===== src/rtl/vga_sync_gen_pkg.sv =====
// Shared raster timing constants and types for the VGA sync generator
// and the game logic that draws into its coordinate space.
package vga_sync_gen_pkg;

  // Default 640x480@60 horizontal timing, in pixels
  localparam int VGA_H_ACTIVE = 640;
  localparam int VGA_H_FP     = 16;
  localparam int VGA_H_SYNC   = 96;
  localparam int VGA_H_BP     = 48;

  // Default 640x480@60 vertical timing, in lines
  localparam int VGA_V_ACTIVE = 480;
  localparam int VGA_V_FP     = 10;
  localparam int VGA_V_SYNC   = 2;
  localparam int VGA_V_BP     = 33;

  // System clocks per pixel for the default build
  localparam int VGA_CLK_DIV  = 2;

  // Counter width; every axis total has to fit in it
  localparam int VGA_CNT_W     = 10;
  localparam int VGA_MAX_TOTAL = 1 << VGA_CNT_W;

  // Playfield size seen by the game logic
  localparam int SCREEN_W = 640;
  localparam int SCREEN_H = 480;

  typedef logic [VGA_CNT_W-1:0] vga_cnt_t;

  // Screen coordinate used by the game logic
  typedef struct packed {
    logic [VGA_CNT_W-1:0] x;
    logic [VGA_CNT_W-1:0] y;
  } pt2D;

  // Full period of one axis
  function automatic int vga_total(input int active, input int fp,
                                   input int sync, input int bp);
    return active + fp + sync + bp;
  endfunction

endpackage


===== src/rtl/vga_axis_counter.sv =====
// One raster axis: a wrapping position counter plus the active-region and
// sync flags decoded from the position it is about to take, so the flags
// line up with the count in every cycle.
module vga_axis_counter
  import vga_sync_gen_pkg::*;
#(
  parameter int   TOTAL  = 800,
  parameter int   ACTIVE = 640,
  parameter int   FP     = 16,
  parameter int   SYNC   = 96,
  parameter logic POL    = 1'b0
) (
  input  logic     clk,
  input  logic     rst_n,
  input  logic     en,
  output vga_cnt_t cnt,
  output logic     wrap,
  output logic     active,
  output logic     sync_o
);

  localparam vga_cnt_t LAST    = vga_cnt_t'(TOTAL - 1);
  localparam int       SYNC_LO = ACTIVE + FP;
  localparam int       SYNC_HI = ACTIVE + FP + SYNC;

  // Window test done in int so a window ending at the full counter range
  // cannot alias to zero.
  function automatic logic in_window(input vga_cnt_t c, input int lo, input int hi);
    return (int'(c) >= lo) && (int'(c) < hi);
  endfunction

  vga_cnt_t cnt_q, cnt_d;
  logic     active_q;
  logic     sync_q;

  // Next position: wrap to zero after the last one
  always_comb begin
    wrap  = (cnt_q == LAST);
    cnt_d = wrap ? '0 : cnt_q + vga_cnt_t'(1);
  end

  // Advance on enable; flags decoded from the new position
  always_ff @(posedge clk or negedge rst_n) begin
    if (!rst_n) begin
      cnt_q    <= LAST;
      active_q <= 1'b0;
      sync_q   <= ~POL;
    end else if (en) begin
      cnt_q    <= cnt_d;
      active_q <= in_window(cnt_d, 0, ACTIVE);
      sync_q   <= in_window(cnt_d, SYNC_LO, SYNC_HI) ? POL : ~POL;
    end
  end

  assign cnt    = cnt_q;
  assign active = active_q;
  assign sync_o = sync_q;

endmodule


===== src/rtl/vga_sync_gen.sv =====
// Raster timing generator: divides the system clock down to the pixel rate
// and drives the pixel column/line counters, syncs, active-video flag and
// line/frame strobes consumed by the draw comparators.
module vga_sync_gen
  import vga_sync_gen_pkg::*;
#(
  parameter int   H_ACTIVE = VGA_H_ACTIVE,
  parameter int   H_FP     = VGA_H_FP,
  parameter int   H_SYNC   = VGA_H_SYNC,
  parameter int   H_BP     = VGA_H_BP,
  parameter int   V_ACTIVE = VGA_V_ACTIVE,
  parameter int   V_FP     = VGA_V_FP,
  parameter int   V_SYNC   = VGA_V_SYNC,
  parameter int   V_BP     = VGA_V_BP,
  parameter int   CLK_DIV  = VGA_CLK_DIV,
  parameter logic SYNC_POL = 1'b0
) (
  input  logic       clk,
  input  logic       rst_n,
  output logic       pix_tick,
  output logic [9:0] ppc,
  output logic [9:0] plc,
  output logic       hsync,
  output logic       vsync,
  output logic       video_on,
  output logic       line_start,
  output logic       frame_start
);

  localparam int H_TOTAL = vga_total(H_ACTIVE, H_FP, H_SYNC, H_BP);
  localparam int V_TOTAL = vga_total(V_ACTIVE, V_FP, V_SYNC, V_BP);
  localparam int DIV_W   = (CLK_DIV > 1) ? $clog2(CLK_DIV) : 1;

  localparam logic [DIV_W-1:0] DIV_LAST = DIV_W'((CLK_DIV > 1) ? CLK_DIV - 1 : 0);

  generate
    if ((H_TOTAL > VGA_MAX_TOTAL) || (V_TOTAL > VGA_MAX_TOTAL) || (CLK_DIV < 1)) begin : g_bad_cfg
      $error("vga_sync_gen: totals must be <= 1024 and CLK_DIV >= 1");
    end
  endgenerate

  logic [DIV_W-1:0] div_q, div_d;
  logic             pix_tick_q;
  logic             line_start_q;
  logic             frame_start_q;

  vga_cnt_t h_cnt, v_cnt;
  logic     h_wrap, v_wrap;
  logic     h_active, v_active;
  logic     h_sync, v_sync;
  logic     v_en;

  // Pixel-rate divider position
  always_comb begin
    div_d = (div_q == DIV_LAST) ? '0 : div_q + DIV_W'(1);
  end

  // Line advances on the pixel tick that wraps the column counter
  assign v_en = pix_tick_q & h_wrap;

  // Divider, pixel tick and strobes; strobes are raised only on the edge
  // that moves the counters to column 0, so they last one system clock.
  always_ff @(posedge clk or negedge rst_n) begin
    if (!rst_n) begin
      div_q         <= '0;
      pix_tick_q    <= 1'b0;
      line_start_q  <= 1'b0;
      frame_start_q <= 1'b0;
    end else begin
      div_q         <= div_d;
      pix_tick_q    <= (div_d == DIV_LAST);
      line_start_q  <= pix_tick_q & h_wrap;
      frame_start_q <= pix_tick_q & h_wrap & v_wrap;
    end
  end

  vga_axis_counter #(
    .TOTAL  (H_TOTAL),
    .ACTIVE (H_ACTIVE),
    .FP     (H_FP),
    .SYNC   (H_SYNC),
    .POL    (SYNC_POL)
  ) u_h_axis (
    .clk    (clk),
    .rst_n  (rst_n),
    .en     (pix_tick_q),
    .cnt    (h_cnt),
    .wrap   (h_wrap),
    .active (h_active),
    .sync_o (h_sync)
  );

  vga_axis_counter #(
    .TOTAL  (V_TOTAL),
    .ACTIVE (V_ACTIVE),
    .FP     (V_FP),
    .SYNC   (V_SYNC),
    .POL    (SYNC_POL)
  ) u_v_axis (
    .clk    (clk),
    .rst_n  (rst_n),
    .en     (v_en),
    .cnt    (v_cnt),
    .wrap   (v_wrap),
    .active (v_active),
    .sync_o (v_sync)
  );

  assign pix_tick    = pix_tick_q;
  assign ppc         = h_cnt;
  assign plc         = v_cnt;
  assign hsync       = h_sync;
  assign vsync       = v_sync;
  assign video_on    = h_active & v_active;
  assign line_start  = line_start_q;
  assign frame_start = frame_start_q;

endmodule


===== config.mk =====
export PLATFORM = sky130hd
export DESIGN_NAME = vga_sync_gen
export DESIGN_NICKNAME = d
export VERILOG_FILES = /design/src/rtl/vga_sync_gen_pkg.sv /design/src/rtl/vga_axis_counter.sv /design/src/rtl/vga_sync_gen.sv
export SDC_FILE = /design/constraint.sdc
export NUM_CORES = 1
export LEC_CHECK = 0
export ABC_AREA = 1
export ABC_CLOCK_PERIOD_IN_PS = 1700
export CORE_MARGIN = 2
export CORE_UTILIZATION = 52
export CTS_CLUSTER_DIAMETER = 150
export DETAILED_ROUTE_END_ITERATION = 10
export PLACE_DENSITY = 0.78
export SLEW_MARGIN = 0
export SYNTH_ARGS = -nofsm -noshare
export SYNTH_HDL_FRONTEND = slang
export SYNTH_SLANG_ARGS = --single-unit

===== constraint.sdc =====
create_clock -name clk -period 1.7 [get_ports clk]
set_clock_uncertainty 0.05 [all_clocks]
set_input_delay 0.425 -clock clk [delete_from_list [all_inputs] [get_ports clk]]
set_output_delay 0.425 -clock clk [all_outputs]
set_load 0.02 [all_outputs]

=== After elaboration in Yosys (flattened, before gate mapping) ===
Index checks and enable logic that the tools add are counted.

* Register bits: 27
* Bits of input ports: 2
* Word-level logic and storage cells: 30

* Add/subtract/negate cells: 3
* Order comparisons: 6
* Equality and inequality tests: 2
* Multiplexer cells: 5
* Bitwise operators: 3
* Reductions and logical operators: 2

{| class="wikitable"
|+ Operators with widths
! kind !! count
|-
| $add A10 B1 Y10 const B || 2
|-
| $eq A10 B10 Y1 const B || 2
|-
| $lt A10 B10 Y1 const B || 2
|-
| $lt A10 B9 Y1 const B || 2
|-
| $mux W10 || 2
|-
| $ge A10 B10 Y1 const B || 1
|-
| $ge A10 B9 Y1 const B || 1
|-
| $and A1 B1 Y1 || 3
|-
| $mux W1 || 3
|-
| $logic_and A1 B1 Y1 || 2
|-
| $add A1 B1 Y1 const B || 1
|}

=== Depth between registers and ports, before layout ===
* Depth after elaboration: 5
* Mapped depth: 12

=== Cells and area by module ===
A second synthesis with hierarchy kept.

* Cells, all modules: 221
* Area total of the unflattened synthesis: 1620.3 µm²

{| class="wikitable"
|+ Modules (own cells, without submodules)
! module !! instances !! cells an instance !! area each (µm²) !! seq. area each (µm²)
|-
| vga_axis_counter (u_v_axis) || 1 || 110 || 770.7 || 305.3
|-
| vga_axis_counter (u_h_axis) || 1 || 101 || 745.7 || 310.3
|-
| vga_sync_gen || 1 || 10 || 103.8 || 75.1
|}

=== Worst setup path after synthesis ===
No wires, ideal clock.

* Path kind: flip-flop to flip-flop
* From: register u_h_axis.cnt_q[0], in the netlist u_h_axis.cnt[0]
* To: register u_v_axis.sync_q, in the netlist u_v_axis.sync_o
* Library setup time: 0.074 ns
* Data arrival time: 1.581 ns
* Path slack: -0.005 ns
* Cell stages (with the launch flop): 9
* Cells stage by stage: dfstp_2 > ha_1 > nand2_2 > nor2_8 > nand4_1 > nor2_1 > nand3_1 > nor2_1 > nor2_1

* Cells in the longest elaborated chain, start to end: 2

{| class="wikitable"
|+ Ends and longest elaborated chain
! what !! line !! text
|-
| start, declared || vga_axis_counter.sv:32 || <nowiki>vga_cnt_t cnt_q, cnt_d;</nowiki>
|-
| start signal, assigned || vga_axis_counter.sv:49 || <nowiki>cnt_q <= cnt_d;</nowiki>
|-
| $eq A10 B10 Y1 || vga_axis_counter.sv:38 || <nowiki>wrap = (cnt_q == LAST);</nowiki>
|-
| $and A1 B1 Y1 || vga_sync_gen.sv:59 || <nowiki>assign v_en = pix_tick_q & h_wrap;</nowiki>
|-
| end signal, assigned || vga_axis_counter.sv:47 || <nowiki>sync_q <= ~POL;</nowiki>
|-
| end signal, assigned || vga_axis_counter.sv:51 || <nowiki>sync_q <= in_window(cnt_d, SYNC_LO, SYNC_HI) ? POL : ~POL;</nowiki>
|-
| end, declared || vga_axis_counter.sv:34 || <nowiki>logic sync_q;</nowiki>
|}

No other way between the ends.
A chain may end at the register's enable or synchronous reset.

=== Worst setup path in the final report ===
* From: register u_v_axis.cnt_q[0], in the netlist u_v_axis.cnt[0]
* To: register u_v_axis.sync_q, in the netlist u_v_axis.sync_o

* Cells in the longest elaborated chain, start to end: 5

{| class="wikitable"
|+ Ends and longest elaborated chain
! what !! line !! text
|-
| start, declared || vga_axis_counter.sv:32 ||
|-
| start signal, assigned || vga_axis_counter.sv:49 ||
|-
| $add A10 B1 Y10 or $eq A10 B10 Y1 (tied branches) || vga_axis_counter.sv:39, vga_axis_counter.sv:38 ||
|-
| $mux W10 * || vga_axis_counter.sv:39 || <nowiki>cnt_d = wrap ? '0 : cnt_q + vga_cnt_t'(1);</nowiki>
|-
| $ge A10 B9 Y1 or $lt A10 B9 Y1 (tied branches) || vga_axis_counter.sv:29 || <nowiki>return (int'(c) >= lo) && (int'(c) < hi);</nowiki>
|-
| $logic_and A1 B1 Y1 * || vga_axis_counter.sv:29 ||
|-
| $mux W1 * || vga_axis_counter.sv:51 ||
|}

Mark *: on every way between the ends. The rest lies on a longest branch, timed or not.

==> flow_metrics.py <==
metrics = {
    "sta": {
        "slew_viol_final": 0,
        "rsz0062_at_grt": "yes",
        "setup_viol": 7,
        "layout_setup_ws_ps": -96.23,
        "hold_viol": 0,
        "worst_pin_slew_ps": 340.3,
        "slew_headroom_pct": 77.25,
        "min_period_over_period_pct": 105.7,
        "min_period_ps": 1796,
        "fmax_mhz": 556.7,
    },
    "clock_tree": {
        "cts_buffers": 3,
        "root_buffer": "clkbuf_4",
        "cts_num_sinks": 27,
        "cts_buffer_depth": 2,
        "tritoncts": "yes",
        "cts.clk_slew.worst_paths_ps": 160,
        "clk_latency_ps": 340,
        "cts-htree-levels": 1,
    },
    "logic_synthesis": {
        "ys.flop_type": "dfrtp_1",
        "async_flop_share_pct": 100.0,
        "synth_cells": 228,
        "syn_area_per_cell_um2": 7.255,
        "syn-cell-area_um2": 1654,
        "synth.net_count": 234,
        "synth_seq_area_share_pct": 41.75,
        "synthDistinctLibCells": 28,
        "yosysWarnings": 0,
        "ys_seq_elements": 27,
        "synth_enable_flop_cells": 0,
    },
    "run": {
        "max-cap-violations": 0,
    },
    "floorplanning": {
        "dieHeight_um": 60.40,
        "ios": 28,
        "start_util_pct": 54.63,
        "fp.dieW_um": 60.40,
        "rows": 20,
        "die-area_um2": 3648,
        "core_area_um2": 3028,
    },
    "hold_path": {
        "hold_class": "input port to asynchronous set/reset pin",
    },
    "detailed_routing": {
        "wl_mm": 4.083,
        "via_per_inst": 5.052,
        "antenna_left": 0,
        "route.detailed.drc": 0,
        "first_iter_violations": 31,
        "dr.pass1.iters": 4,
        "wl_per_cell_um": 12.52,
        "vias": 1647,
    },
    "worst_setup_path": {
        "crit_start": "u_v_axis.cnt[0]",
        "cp-start-kind": "register",
        "reg2reg_slack_ps": -100,
        "timing.rr.start": "u_v_axis.cnt[0]",
        "path_max_fanout": 5,
        "critPathRequiredTime_ps": 1940,
        "crit_type": "register to register",
        "end_kind": "register",
        "arrival_ps": 2040,
    },
    "grt": {
        "grt_first_pass_wirelength_mm": 6.244,
        "antenna_found_initial": 0,
        "grt_max_degree": 28,
        "grt.overflow.total": 0,
        "grt_usage_pct": 22.30,
        "grt_pass1_vias": 1463,
    },
    "power": {
        "leakage_uw": 0.001102,
        "cellPowerDensity_nw_per_um2": 429.2,
        "peakVddDrop_mv": 0.3332,
    },
    "placed_design": {
        "dp_hpwl_mm": 2.729,
        "portBuffers": 27,
        "gp_congestion": 0.8756,
        "dp_worst_setup_slack_ps": 3.579,
    },
    "cells_and_area": {
        "fin_util_pct": 73.84,
        "layout.nets": 289,
        "area_growth_pct": 35.17,
        "fillers": 241,
        "diodes": 0,
        "drive_gt1_share_pct": 30.14,
    },
    "status": {
        "status": "complete, but fails checks",
        "failed_checks": "setup timing",
    },
}
synthesized netlist by cell type (2+ instances only):
cell type / n / share of area [%]
xor2_1: 5 / 2.6
o21ai_0: 13 / 3.9
dfrtp_1: 15 / 23
inv_1: 32 / 7.3
nand2_2: 2 / 0.76
nor2_8: 2 / 2.4
buf_2: 2 / 0.61
nand2_1: 71 / 16
dfstp_2: 12 / 19
nor2_1: 26 / 5.9
o21ai_1: 5 / 1.5
nand3_1: 18 / 5.4
ha_1: 4 / 3.0
clkinv_1: 2 / 0.45
nand4_1: 6 / 2.3
placed cells by master (no fill, tap or decap), drive strengths merged, types with 3 or more instances in the layout:
master / n
ha: 4
nand3: 19
dfstp: 12
xor2: 5
clkdlybuf4s15: 5
buf: 31
inv: 33
nand2: 73
nand4: 6
dlygate4sd2: 14
o21ai: 18
dfrtp: 15
nor2: 30
clkinv: 3
clkbuf: 5
what timing repair did:
item / 4_1_cts / 5_1_grt
setup endpoints to repair: 30 / 19
gates resized for setup: 48 / 35
hold buffers: 0 / 0
buffers inserted: 1 / 11
pin swaps: 2 / 10
path summary, 6_finish.rpt:
path	end	cells past startpoint
worst max-delay path	u_v_axis.sync_o	10
worst min-delay path	u_v_axis.cnt[8]	2
worst max register to register	u_v_axis.sync_o	10
worst min register to register	u_h_axis.sync_o	2
max in group asynchronous	u_h_axis.cnt[0]	2
min in group clk	u_h_axis.sync_o	2
layer usage:
metal	GRT usage (%)	vias up	share of wire, %
met3	2.132	9	5.1
met1	32.38	758	47
met5	0	-	0
met2	35.71	55	46
li1	-	825	-
met4	6.349	0	2.0
cell families after synthesis:
| family | synth area share [%] |
|---|---|
| AO/OA/AOI/OAI | 7.035 |
| XOR/XNOR | 2.647 |
| adder cells (fa/ha/maj) | 3.026 |
| buffers and inverters | 8.926 |
| flip-flops | 41.75 |
| AND/OR/NAND/NOR | 36.61 |
power breakdown:
part           total (uW)  switching [uW]  internal [uW]
Clock                 300             211           88.7
Sequential            644               0            644
Combinational        15.7            12.2           3.51
worst max-delay path, stage by stage (launching register included):
cell and delay, ps:
dfrtp_2 470, inv_2 100, ha_4 130, nand2_2 50
nor2_2 140, nand4_1 310, nand2_1 230, nor2_1 70
nand3_1 80, nor2_1 50, nor2_1 80
flip-flops by register name (all words and copies together), names as in the netlist:
register         flops
frame_start          1
line_start           1
pix_tick             1
u_h_axis.active      1
u_h_axis.cnt        10
u_h_axis.sync_o      1
u_v_axis.active      1
u_v_axis.cnt        10
u_v_axis.sync_o      1
metrics by stage:
stage	hold WS, ps	TNS [ps]	area (um2)	cells	power [uW]
final	383.2	-291.3	2236	326	959.7
after global routing	425.6	-731.1	2236	326	975.8
after CTS	400.3	0	2095	315	958.2
after detailed placement	410.3	0	2073	310	671.7
after global placement	408.9	0	2073	310	671.5
after floorplan	79.41	0	1657	228	654.9
layout make-up:
class,count,area (um2),area share [%]
Timing Repair Buffer,53,415.4,18.58
Multi-Input combinational cell,163,907.1,40.57
Sequential cell,27,693.2,31.00
Clock buffer,3,22.52,1.007
Tap cell,44,55.05,2.462
Inverter,35,137.6,6.156
Clock inverter,1,5.005,0.2238
(Power assumes the default switching activity.)
